File: src/rtl/uart_pkg.sv
// -----------------------------------------------------------------------------
// uart_pkg
// Shared definitions for the UART receive front end and its matching
// transmitter: the parity-mode enum, the receiver state encoding and the
// baud-tick divisor calculation.
// -----------------------------------------------------------------------------
package uart_pkg;

    // Parity mode; the numeric values match the integer PARITY parameter.
    typedef enum logic [1:0] {
        PAR_NONE = 2'd0,
        PAR_ODD  = 2'd1,
        PAR_EVEN = 2'd2
    } parity_e;

    // Receiver state encoding, kept as plain constants so the values stay
    // stable across tools and match the older receiver's encoding.
    typedef logic [2:0] rx_state_t;

    localparam rx_state_t ST_ARM    = 3'd0;
    localparam rx_state_t ST_IDLE   = 3'd1;
    localparam rx_state_t ST_START  = 3'd2;
    localparam rx_state_t ST_DATA   = 3'd3;
    localparam rx_state_t ST_PARITY = 3'd4;
    localparam rx_state_t ST_STOP   = 3'd5;

    // Clocks per oversample tick, rounded down.
    function automatic int unsigned baud_div(input int unsigned clock_freq,
                                             input int unsigned baud_rate,
                                             input int unsigned oversample);
        return clock_freq / (baud_rate * oversample);
    endfunction

endpackage

File: src/rtl/uart_baud_tick.sv
// -----------------------------------------------------------------------------
// uart_baud_tick
// Oversample tick generator. Emits a one-cycle tick every DIV clocks, where
// DIV = CLOCK_FREQ / (BAUD_RATE * OVERSAMPLE). The count restarts from zero
// on 'restart' so the first tick after a start edge lands one full tick
// period later.
//
// Ports
//   clk      in   system clock
//   reset_n  in   asynchronous active-low reset
//   restart  in   clear the divider; no tick is produced in that cycle
//   tick     out  one-cycle oversample strobe
// -----------------------------------------------------------------------------
module uart_baud_tick
    import uart_pkg::*;
#(
    parameter int unsigned CLOCK_FREQ = 125_000_000,
    parameter int unsigned BAUD_RATE  = 115_200,
    parameter int unsigned OVERSAMPLE = 16
) (
    input  logic clk,
    input  logic reset_n,
    input  logic restart,
    output logic tick
);

    localparam int unsigned   DIV  = baud_div(CLOCK_FREQ, BAUD_RATE, OVERSAMPLE);
    localparam int unsigned   CW   = (DIV > 1) ? $clog2(DIV) : 1;
    localparam logic [CW-1:0] LAST = CW'(DIV - 1);

    logic [CW-1:0] cnt_q, cnt_d;

    always_comb begin
        if (restart || (cnt_q == LAST)) begin
            cnt_d = '0;
        end else begin
            cnt_d = cnt_q + 1'b1;
        end
    end

    assign tick = (cnt_q == LAST) && !restart;

    always_ff @(posedge clk or negedge reset_n) begin
        if (!reset_n) begin
            cnt_q <= '0;
        end else begin
            cnt_q <= cnt_d;
        end
    end

endmodule

File: src/rtl/uart_rx_oversampled.sv
// -----------------------------------------------------------------------------
// uart_rx_oversampled
// Parametrised UART receiver with OVERSAMPLE-times oversampling, 2-of-3
// majority voting around the bit centre, start-bit glitch rejection,
// parity/framing error flags per byte and a one-entry ready/valid holding
// register with sticky overrun.
//
// Ports
//   clk             in   system clock
//   reset_n         in   asynchronous active-low reset
//   serial_in       in   asynchronous line, idle high, LSB first
//   data_out        out  held payload
//   data_out_valid  out  holding register full
//   data_out_ready  in   consumer accepts (fire = valid & ready)
//   parity_error    out  parity mismatch on the held byte
//   framing_error   out  a stop bit of the held byte was sampled low
//   overrun         out  sticky: a finished frame was dropped
// -----------------------------------------------------------------------------
module uart_rx_oversampled
    import uart_pkg::*;
#(
    parameter int unsigned CLOCK_FREQ = 125_000_000,
    parameter int unsigned BAUD_RATE  = 115_200,
    parameter int unsigned OVERSAMPLE = 16,
    parameter int unsigned DATA_BITS  = 8,
    parameter int unsigned PARITY     = 0,
    parameter int unsigned STOP_BITS  = 1
) (
    input  logic                 clk,
    input  logic                 reset_n,
    input  logic                 serial_in,
    output logic [DATA_BITS-1:0] data_out,
    output logic                 data_out_valid,
    input  logic                 data_out_ready,
    output logic                 parity_error,
    output logic                 framing_error,
    output logic                 overrun
);

    localparam parity_e     PAR_MODE = parity_e'(PARITY[1:0]);
    localparam bit          HAS_PAR  = (PAR_MODE != PAR_NONE);
    localparam bit          ODD_PAR  = (PAR_MODE == PAR_ODD);

    localparam int unsigned TW   = $clog2(OVERSAMPLE);
    localparam int unsigned BMAX = (DATA_BITS > STOP_BITS) ? DATA_BITS : STOP_BITS;
    localparam int unsigned BW   = (BMAX > 1) ? $clog2(BMAX) : 1;

    // Sample points straddle the bit centre; the bit resolves on the third.
    localparam logic [TW-1:0] T_S0   = TW'(OVERSAMPLE / 2 - 1);
    localparam logic [TW-1:0] T_S1   = TW'(OVERSAMPLE / 2);
    localparam logic [TW-1:0] T_RES  = TW'(OVERSAMPLE / 2 + 1);
    localparam logic [TW-1:0] T_LAST = TW'(OVERSAMPLE - 1);
    localparam logic [BW-1:0] B_DLAST = BW'(DATA_BITS - 1);
    localparam logic [BW-1:0] B_SLAST = BW'(STOP_BITS - 1);

    // ---------------------------------------------------------------- sync
    logic [1:0] sync_q;
    logic       prev_q;
    logic       rx_s;

    assign rx_s = sync_q[1];

    // NOTE: sequential state always uses non-blocking assignments, so each
    // flop in the chain samples its neighbour's pre-edge value.
    always_ff @(posedge clk or negedge reset_n) begin
        if (!reset_n) begin
            sync_q <= 2'b11;
            prev_q <= 1'b1;
        end else begin
            sync_q <= {sync_q[0], serial_in};
            prev_q <= rx_s;
        end
    end

    // ---------------------------------------------------------------- ticks
    rx_state_t          state_q, state_d;
    logic               start_edge;
    logic               tick;

    assign start_edge = (state_q == ST_IDLE) && prev_q && !rx_s;

    uart_baud_tick #(
        .CLOCK_FREQ (CLOCK_FREQ),
        .BAUD_RATE  (BAUD_RATE),
        .OVERSAMPLE (OVERSAMPLE)
    ) u_baud_tick (
        .clk     (clk),
        .reset_n (reset_n),
        .restart (start_edge),
        .tick    (tick)
    );

    // ---------------------------------------------------------------- FSM
    logic [TW-1:0]        tick_cnt_q, tick_cnt_d;
    logic [BW-1:0]        bit_cnt_q, bit_cnt_d;
    logic [1:0]           smp_q, smp_d;
    logic [DATA_BITS-1:0] shift_q, shift_d;
    logic                 fpe_q, fpe_d;       // parity flag of frame in flight
    logic                 ffe_q, ffe_d;       // framing flag of frame in flight
    logic                 in_frame;
    logic                 resolve;
    logic                 maj;
    logic                 par_bad;
    logic                 complete;

    assign in_frame = (state_q == ST_START) || (state_q == ST_DATA) ||
                      (state_q == ST_PARITY) || (state_q == ST_STOP);
    assign resolve  = in_frame && tick && (tick_cnt_q == T_RES);
    assign maj      = (smp_q[0] & smp_q[1]) | (smp_q[0] & rx_s) | (smp_q[1] & rx_s);
    // XOR over data plus parity bit is 1 when the total count of ones is odd.
    assign par_bad  = ODD_PAR ? ~(^shift_q ^ maj) : (^shift_q ^ maj);

    // NOTE: every signal assigned in this block gets a default first, so no
    // path through the case leaves a value unassigned and no latch appears.
    always_comb begin
        state_d    = state_q;
        tick_cnt_d = tick_cnt_q;
        bit_cnt_d  = bit_cnt_q;
        smp_d      = smp_q;
        shift_d    = shift_q;
        fpe_d      = fpe_q;
        ffe_d      = ffe_q;
        complete   = 1'b0;

        // Tick counter only advances inside a frame and wraps at the bit end.
        if (start_edge) begin
            tick_cnt_d = '0;
        end else if (in_frame && tick) begin
            tick_cnt_d = (tick_cnt_q == T_LAST) ? '0 : tick_cnt_q + 1'b1;
        end

        if (in_frame && tick && (tick_cnt_q == T_S0)) smp_d[0] = rx_s;
        if (in_frame && tick && (tick_cnt_q == T_S1)) smp_d[1] = rx_s;

        // State changes at the resolution tick; the tick counter keeps running
        // to the end of the bit, so the next resolution falls in the next bit.
        case (state_q)
            ST_ARM: begin
                if (rx_s) state_d = ST_IDLE;
            end
            ST_IDLE: begin
                if (start_edge) begin
                    state_d   = ST_START;
                    bit_cnt_d = '0;
                    fpe_d     = 1'b0;
                    ffe_d     = 1'b0;
                end
            end
            ST_START: begin
                if (resolve) state_d = maj ? ST_IDLE : ST_DATA;
            end
            ST_DATA: begin
                if (resolve) begin
                    shift_d = {maj, shift_q[DATA_BITS-1:1]};
                    if (bit_cnt_q == B_DLAST) begin
                        bit_cnt_d = '0;
                        state_d   = HAS_PAR ? ST_PARITY : ST_STOP;
                    end else begin
                        bit_cnt_d = bit_cnt_q + 1'b1;
                    end
                end
            end
            ST_PARITY: begin
                if (resolve) begin
                    fpe_d   = par_bad;
                    state_d = ST_STOP;
                end
            end
            ST_STOP: begin
                if (resolve) begin
                    ffe_d = ffe_q | ~maj;
                    if (bit_cnt_q == B_SLAST) begin
                        complete = 1'b1;
                        // A low final stop bit means a break or stuck line:
                        // wait for it to go high before accepting a new edge.
                        state_d  = maj ? ST_IDLE : ST_ARM;
                    end else begin
                        bit_cnt_d = bit_cnt_q + 1'b1;
                    end
                end
            end
            default: state_d = ST_ARM;
        endcase
    end

    // NOTE: the datapath registers (samples, shift register) are reset as
    // well; the cost is small and it keeps X out of data_out after reset.
    always_ff @(posedge clk or negedge reset_n) begin
        if (!reset_n) begin
            state_q    <= ST_ARM;
            tick_cnt_q <= '0;
            bit_cnt_q  <= '0;
            smp_q      <= 2'b11;
            shift_q    <= '0;
            fpe_q      <= 1'b0;
            ffe_q      <= 1'b0;
        end else begin
            state_q    <= state_d;
            tick_cnt_q <= tick_cnt_d;
            bit_cnt_q  <= bit_cnt_d;
            smp_q      <= smp_d;
            shift_q    <= shift_d;
            fpe_q      <= fpe_d;
            ffe_q      <= ffe_d;
        end
    end

    // ------------------------------------------------------- holding register
    logic [DATA_BITS-1:0] data_q;
    logic                 valid_q;
    logic                 pe_q;
    logic                 fe_q;
    logic                 ovr_q;
    logic                 fire;

    assign fire = valid_q & data_out_ready;

    always_ff @(posedge clk or negedge reset_n) begin
        if (!reset_n) begin
            data_q  <= '0;
            valid_q <= 1'b0;
            pe_q    <= 1'b0;
            fe_q    <= 1'b0;
            ovr_q   <= 1'b0;
        end else begin
            if (complete && (!valid_q || fire)) begin
                data_q  <= shift_q;
                pe_q    <= fpe_d;
                fe_q    <= ffe_d;
                valid_q <= 1'b1;
            end else if (fire) begin
                valid_q <= 1'b0;
            end

            // A drop in the same cycle as a fire keeps the flag set.
            if (complete && valid_q && !fire) begin
                ovr_q <= 1'b1;
            end else if (fire) begin
                ovr_q <= 1'b0;
            end
        end
    end

    assign data_out       = data_q;
    assign data_out_valid = valid_q;
    assign parity_error   = pe_q;
    assign framing_error  = fe_q;
    assign overrun        = ovr_q;

endmodule

File: config.mk
export PLATFORM = sky130hd
export DESIGN_NAME = uart_rx_oversampled
export DESIGN_NICKNAME = d
export VERILOG_FILES = /design/src/rtl/uart_pkg.sv /design/src/rtl/uart_baud_tick.sv /design/src/rtl/uart_rx_oversampled.sv
export SDC_FILE = /design/constraint.sdc
export NUM_CORES = 1
export LEC_CHECK = 0
export ABC_CLOCK_PERIOD_IN_PS = 2400
export CORE_ASPECT_RATIO = 0.7
export CORE_UTILIZATION = 40
export DETAILED_ROUTE_END_ITERATION = 8
export PLACE_DENSITY = 0.56
export SYNTH_ARGS = -nofsm -noshare
export SYNTH_HDL_FRONTEND = slang
export SYNTH_SLANG_ARGS = --single-unit
export TNS_END_PERCENT = 50
File: constraint.sdc
create_clock -name clk -period 2.4 [get_ports clk]
set_input_delay 0.36 -clock clk [delete_from_list [all_inputs] [get_ports clk]]
set_output_delay 0.36 -clock clk [all_outputs]
set_load 0.02 [all_outputs]
Word-level counts from Yosys, hierarchy flattened. Index checks and enable logic that the tools add are counted.

Register bits after elaboration: 44. Logic and storage cells: 110.

Multiplexer cells: 33. Bitwise gates (word level): 9. Reductions and logical operators: 29. Eq/ne operators: 20. Add/sub/neg operators: 3.

Operator list (count): 3-bit 2-to-1 mux (13); 3-bit one-hot mux with 6 select lines (1); 4-bit == test (second input constant) (3); 4-bit 2-to-1 mux (3); 2-bit inequality test (second input constant) (6); 1-bit 2-to-1 mux (11); 1-bit logical AND (10); 3-bit == test (second input constant) (3); 3-bit one-hot mux with 3 select lines (1); 8-bit AND reduction (1); 8-bit XOR reduction (1); 7-bit by 1-bit adder with 7-bit output (second input constant) (1); 7-bit == test (second input constant) (1); 7-bit 2-to-1 mux (1); 3-bit by 2-bit == test with 1-bit output (second input constant) (2); 3-bit zero test (2); 2-bit by 1-bit inequality test with 1-bit output (second input constant) (3); 2-bit nonzero test (3); 1-bit logical OR (5); 5-bit AND reduction (1); 4-bit by 1-bit adder with 4-bit output (second input constant) (1); 1-bit bitwise AND (4); 4-bit by 3-bit == test with 1-bit output (second input constant) (1); 1-bit zero test (4); 9 further kinds (12).

Logic depth before layout (Yosys ltp).
Depth in word-level cells: 12. Depth in mapped cells: 7. Mapped depth without buffers: 6.

By module. A second synthesis with hierarchy kept.

Cell total of the unflattened synthesis: 184. Area, all modules: 2274.7 µm².

Modules (own cells, without submodules): uart_rx_oversampled (area an instance 1931.9 µm², instances 1, cells each 152); uart_baud_tick (area an instance 342.8 µm², instances 1, cells each 32).

Worst setup path before layout. Ideal clock, no wire load.

Path type: flip-flop to flip-flop. Start: register u_baud_tick.cnt_q[0]. End: register data_q[0] (netlist: data_out[0]). Path slack: 0.429 ns. Setup time: 0.125 ns. Stages on the path, launching flop included: 8. Buffers on the path: 1. Arrival time: 1.846 ns. Cell sequence: dfrtp_1 inv_1 ha_1 and4bb_1 buf_6 nand4_4 nor3_4 mux2_4.

Word-level cells in the longest chain between the ends: 7.

RTL lines: start, declared (RTL line uart_baud_tick.sv:31) `logic [CW-1:0] cnt_q, cnt_d;`; start signal, assigned (RTL line uart_baud_tick.sv:47) `cnt_q <= cnt_d;`; 7-bit == test (RTL line uart_baud_tick.sv:41) `assign tick = (cnt_q == LAST) && !restart;`; 1-bit logical AND (RTL line uart_baud_tick.sv:41); 1-bit logical AND (2 in series) (RTL line uart_rx_oversampled.sv:108) `assign resolve = in_frame && tick && (tick_cnt_q == T_RES);`; 1-bit 2-to-1 mux (RTL line uart_rx_oversampled.sv:170) `if (resolve) begin`; 1-bit 2-to-1 mux (RTL line uart_rx_oversampled.sv:137) `case (state_q)`; 1-bit logical AND (RTL line uart_rx_oversampled.sv:226) `if (complete && (!valid_q || fire)) begin`; end signal, assigned (RTL line uart_rx_oversampled.sv:227) `data_q <= shift_q;`; end, declared (RTL line uart_rx_oversampled.sv:209) `logic [DATA_BITS-1:0] data_q;`.

No other way between the ends. A chain may end at the register's enable or synchronous reset.

Final worst setup path.
Start: register u_baud_tick.cnt_q[0]. End: register bit_cnt_q[2].

Word-level cells in the longest chain between the ends: 6. Elaborated cells on any way between the ends: 7. Classes of those cells: eq/ne (3); reduce/logical (4).

RTL lines: 7-bit == test (*) (RTL line uart_baud_tick.sv:41); 1-bit logical AND (*) (RTL line uart_baud_tick.sv:41); 1-bit logical AND (*) (2 in series) (RTL line uart_rx_oversampled.sv:108); 2-bit inequality test (no source line); 5-bit AND reduction (no source line) (*); end signal, assigned (RTL line uart_rx_oversampled.sv:200) `bit_cnt_q <= bit_cnt_d;`; end, declared (RTL line uart_rx_oversampled.sv:95) `logic [BW-1:0] bit_cnt_q, bit_cnt_d;`.

Mark *: on every way between the ends. The rest lies on a longest branch, timed or not.

==> impl_metrics.env <==
export IMPL_clk_latency_ps=290
export IMPL_layout_setup_ws_ps=239
export IMPL_n_antenna_cell=0
export IMPL_instances_no_fill=272
export IMPL_power_mw=2.00
export IMPL_post_cts_buffers=0
export IMPL_finClkSkew_ps=5.75
export IMPL_ys_ff_latch=44
export IMPL_fp_row_count=22
export IMPL_dieArea_um2=5910
export IMPL_dpl_cell_count=263
export IMPL_slew_headroom_pct=67.6
export IMPL_yosys_top_cells_count="dfrtp_1 (39), mux2_4 (12), nor2_1 (12), mux2_2 (11), xnor2_1 (11)"
export IMPL_grt_usage_pct=14.7
export IMPL_ys_types=50
export IMPL_power_leakage_nw=1.16
export IMPL_grt_pass1_wl_mm=6.64
export IMPL_route_detailed_drc=0
export IMPL_synthesis_nets=190
export IMPL_outcome="complete, no violations"
export IMPL_worst_ir_drop_vdd_uv=262
export IMPL_synthTopCellsByArea="dfrtp_1 (44%), mux2_4 (8.0%), dfstp_2 (5.9%), mux2_2 (5.5%), ha_1 (4.5%)"
export IMPL_drive_gt1_share_pct=24.0
export IMPL_finalCritPeriodShare_pct=90.0
export IMPL_setup_tns_ps=0
export IMPL_hold_viol_final=0
export IMPL_yosys_warnings=0
export IMPL_gp_congestion=0.789
export IMPL_ios=16
export IMPL_rsz0062_at_grt="false"
export IMPL_dp_worst_setup_slack_ps=227
export IMPL_worstMarginPinSlew_ps=487
export IMPL_clk_pin_slew_worst_paths_ps=80
export IMPL_viasPerCell=5.13
export IMPL_wl_per_cell_um=14.0
export IMPL_synth_cells=178
export IMPL_nets=211
export IMPL_htree_levels=2
export IMPL_antenna_found_initial=0
export IMPL_cts_sinks=44
export IMPL_worstHoldPathType="register to register"
export IMPL_first_global_vias=1322
export IMPL_dr_total_vias=1395
export IMPL_syn_avg_cell_area_um2=12.6
export IMPL_cts_buffer_depth=2
export IMPL_initial_core_util_pct=42.2
export IMPL_worst_ep_required_time_ps=2580
export IMPL_final_setup_viol_count=0
export IMPL_dieWidth_um=91.5
export IMPL_cts_buffers=5
export IMPL_dp_hpwl_mm=2.86
export IMPL_antenna_left=0
export IMPL_period_needed_ps=2160
export IMPL_root_buffer="clkbuf_8"
export IMPL_crit_path_end_kind="register"
export IMPL_synth_top_cell_area_share_pct=43.6
export IMPL_core_um2=5310
export IMPL_dr_pass1_iters=4
export IMPL_grt_overflow=0
export IMPL_fillers=458
export IMPL_cts_tree="built"
export IMPL_ys_seq_area_share_pct=49.4
export IMPL_cp_max_fo=7
export IMPL_grt_max_degree=22
export IMPL_io_buffers=15
export IMPL_max_freq_ghz=0.463
export IMPL_synth_main_ff_cell="dfrtp_1"
export IMPL_cts_resized=0
export IMPL_start_kind="register"
export IMPL_die_h_um=64.6
export IMPL_path_class="register to register"
export IMPL_pwr_density_cell_nw_per_um2=771
export IMPL_drt_total_wl_mm=3.81
export IMPL_synth_area_um2=2240
export IMPL_first_iter_violations=81
export IMPL_cap_violations=0
export IMPL_timing_hold_ws_ps=358
export IMPL_synth_edff_count=0
export IMPL_area_delta_synth_final_pct=16.0
export IMPL_cts_hold_buf=1
export IMPL_synthArstFlopShare_pct=100
export IMPL_maxSlewViolCount=0
export IMPL_yosysMostFrequentCell="dfrtp_1"
export IMPL_crit_arrival_ps=2340
export IMPL_yosysTopAreaCell="dfrtp_1"
worst paths after layout:
check / slack, ps / cells past startpoint / startpoint / to
min in group asynchronous: 450 / 2 / reset_n / data_out[5]
worst max register to register: 240 / 6 / u_baud_tick.cnt_q[0] / bit_cnt_q[2]
worst min-delay path: 360 / 0 / sync_q[0] / sync_q[1]
worst max-delay path: 240 / 6 / u_baud_tick.cnt_q[0] / bit_cnt_q[2]
worst min register to register: 360 / 0 / sync_q[0] / sync_q[1]
max in group asynchronous: 1360 / 3 / reset_n / sync_q[0]
power by group:
group	leakage [nW]	switching (mW)	internal, mW	total [mW]
registers	0.577	0.129	0.831	0.960
logic	0.520	0.228	0.221	0.450
clock network	0.0614	0.254	0.340	0.594
cell type report:
cell class              count  area [um^2]  area share [%]
clock inverters             2         38.8            1.49
flip-flops and latches     44         1110            42.6
inverters                   9         33.8            1.30
multi-input cells         119         1060            40.8
well taps                  72         90.1            3.47
clock buffers               6         82.6            3.18
repair buffers             20          185            7.13
worst max-delay path, cell delays in order, from the launching register on:
cell and delay (ps):
dfrtp_1 410, inv_1 60, ha_1 120, and4bb_1 360
a31oi_1 170, or4b_4 600, mux2_4 320
flip-flops by register name, summed over array words and instances, names as in the netlist, 2 cells and up:
register	flops
data_out	8
shift_q	8
u_baud_tick.cnt_q	7
tick_cnt_q	4
bit_cnt_q	3
state_q	3
smp_q	2
sync_q	2
logic make-up (layout without fill, tap and decap cells):
group	Yosys count	in the layout	synth area share [%]
AOI/OAI and AO/OA	22	22	6.87
xor gates and xnor gates	15	15	6.48
adders and majority gates	9	9	4.91
buffers and inverters	15	37	3.24
DFF	44	44	49.4
muxes	24	24	14.0
and+or+nand+nor	49	49	15.1
cells in the final DEF (no fill, tap or decap), types with 2 or more instances in the layout:
cell and instances:
mux2_2 11, nand2b_1 2, inv_1 9, clkdlybuf4s50_1 14, dfstp_2 5, and3b_1 2, buf_4 4, nor3b_1 3
nand2_1 4, nand4_1 3, mux2_4 12, clkbuf_8 6, ha_1 8, xnor2_1 11, xor2_1 3, nor3_4 2
a21oi_1 5, o21ai_0 4, dfrtp_1 39, and3_1 3, nor2_1 12, nand3_1 5, nor2b_1 2
metal layers:
layer	vias to the layer above	wire, um	part of all wire (%)	track usage [%]
li1	674	-	-	-
met1	693	2030	53	22.2
met2	24	1620	43	20.5
met3	4	132	3.5	3.52
met4	0	27	0.71	4.76
met5	-	0	0	0
stage by stage:
| stage | utilization [%] | instance area, um^2 |
|---|---|---|
| 6_report | 48.9 | 2600 |
| 5_1_grt | 48.9 | 2600 |
| 4_1_cts | 48.9 | 2600 |
| 3_5_place_dp | 46.4 | 2470 |
| 3_3_place_gp | 46.4 | 2470 |
| 2_1_floorplan | - | 2240 |
Note: power is estimated with default switching activity, not from simulation.
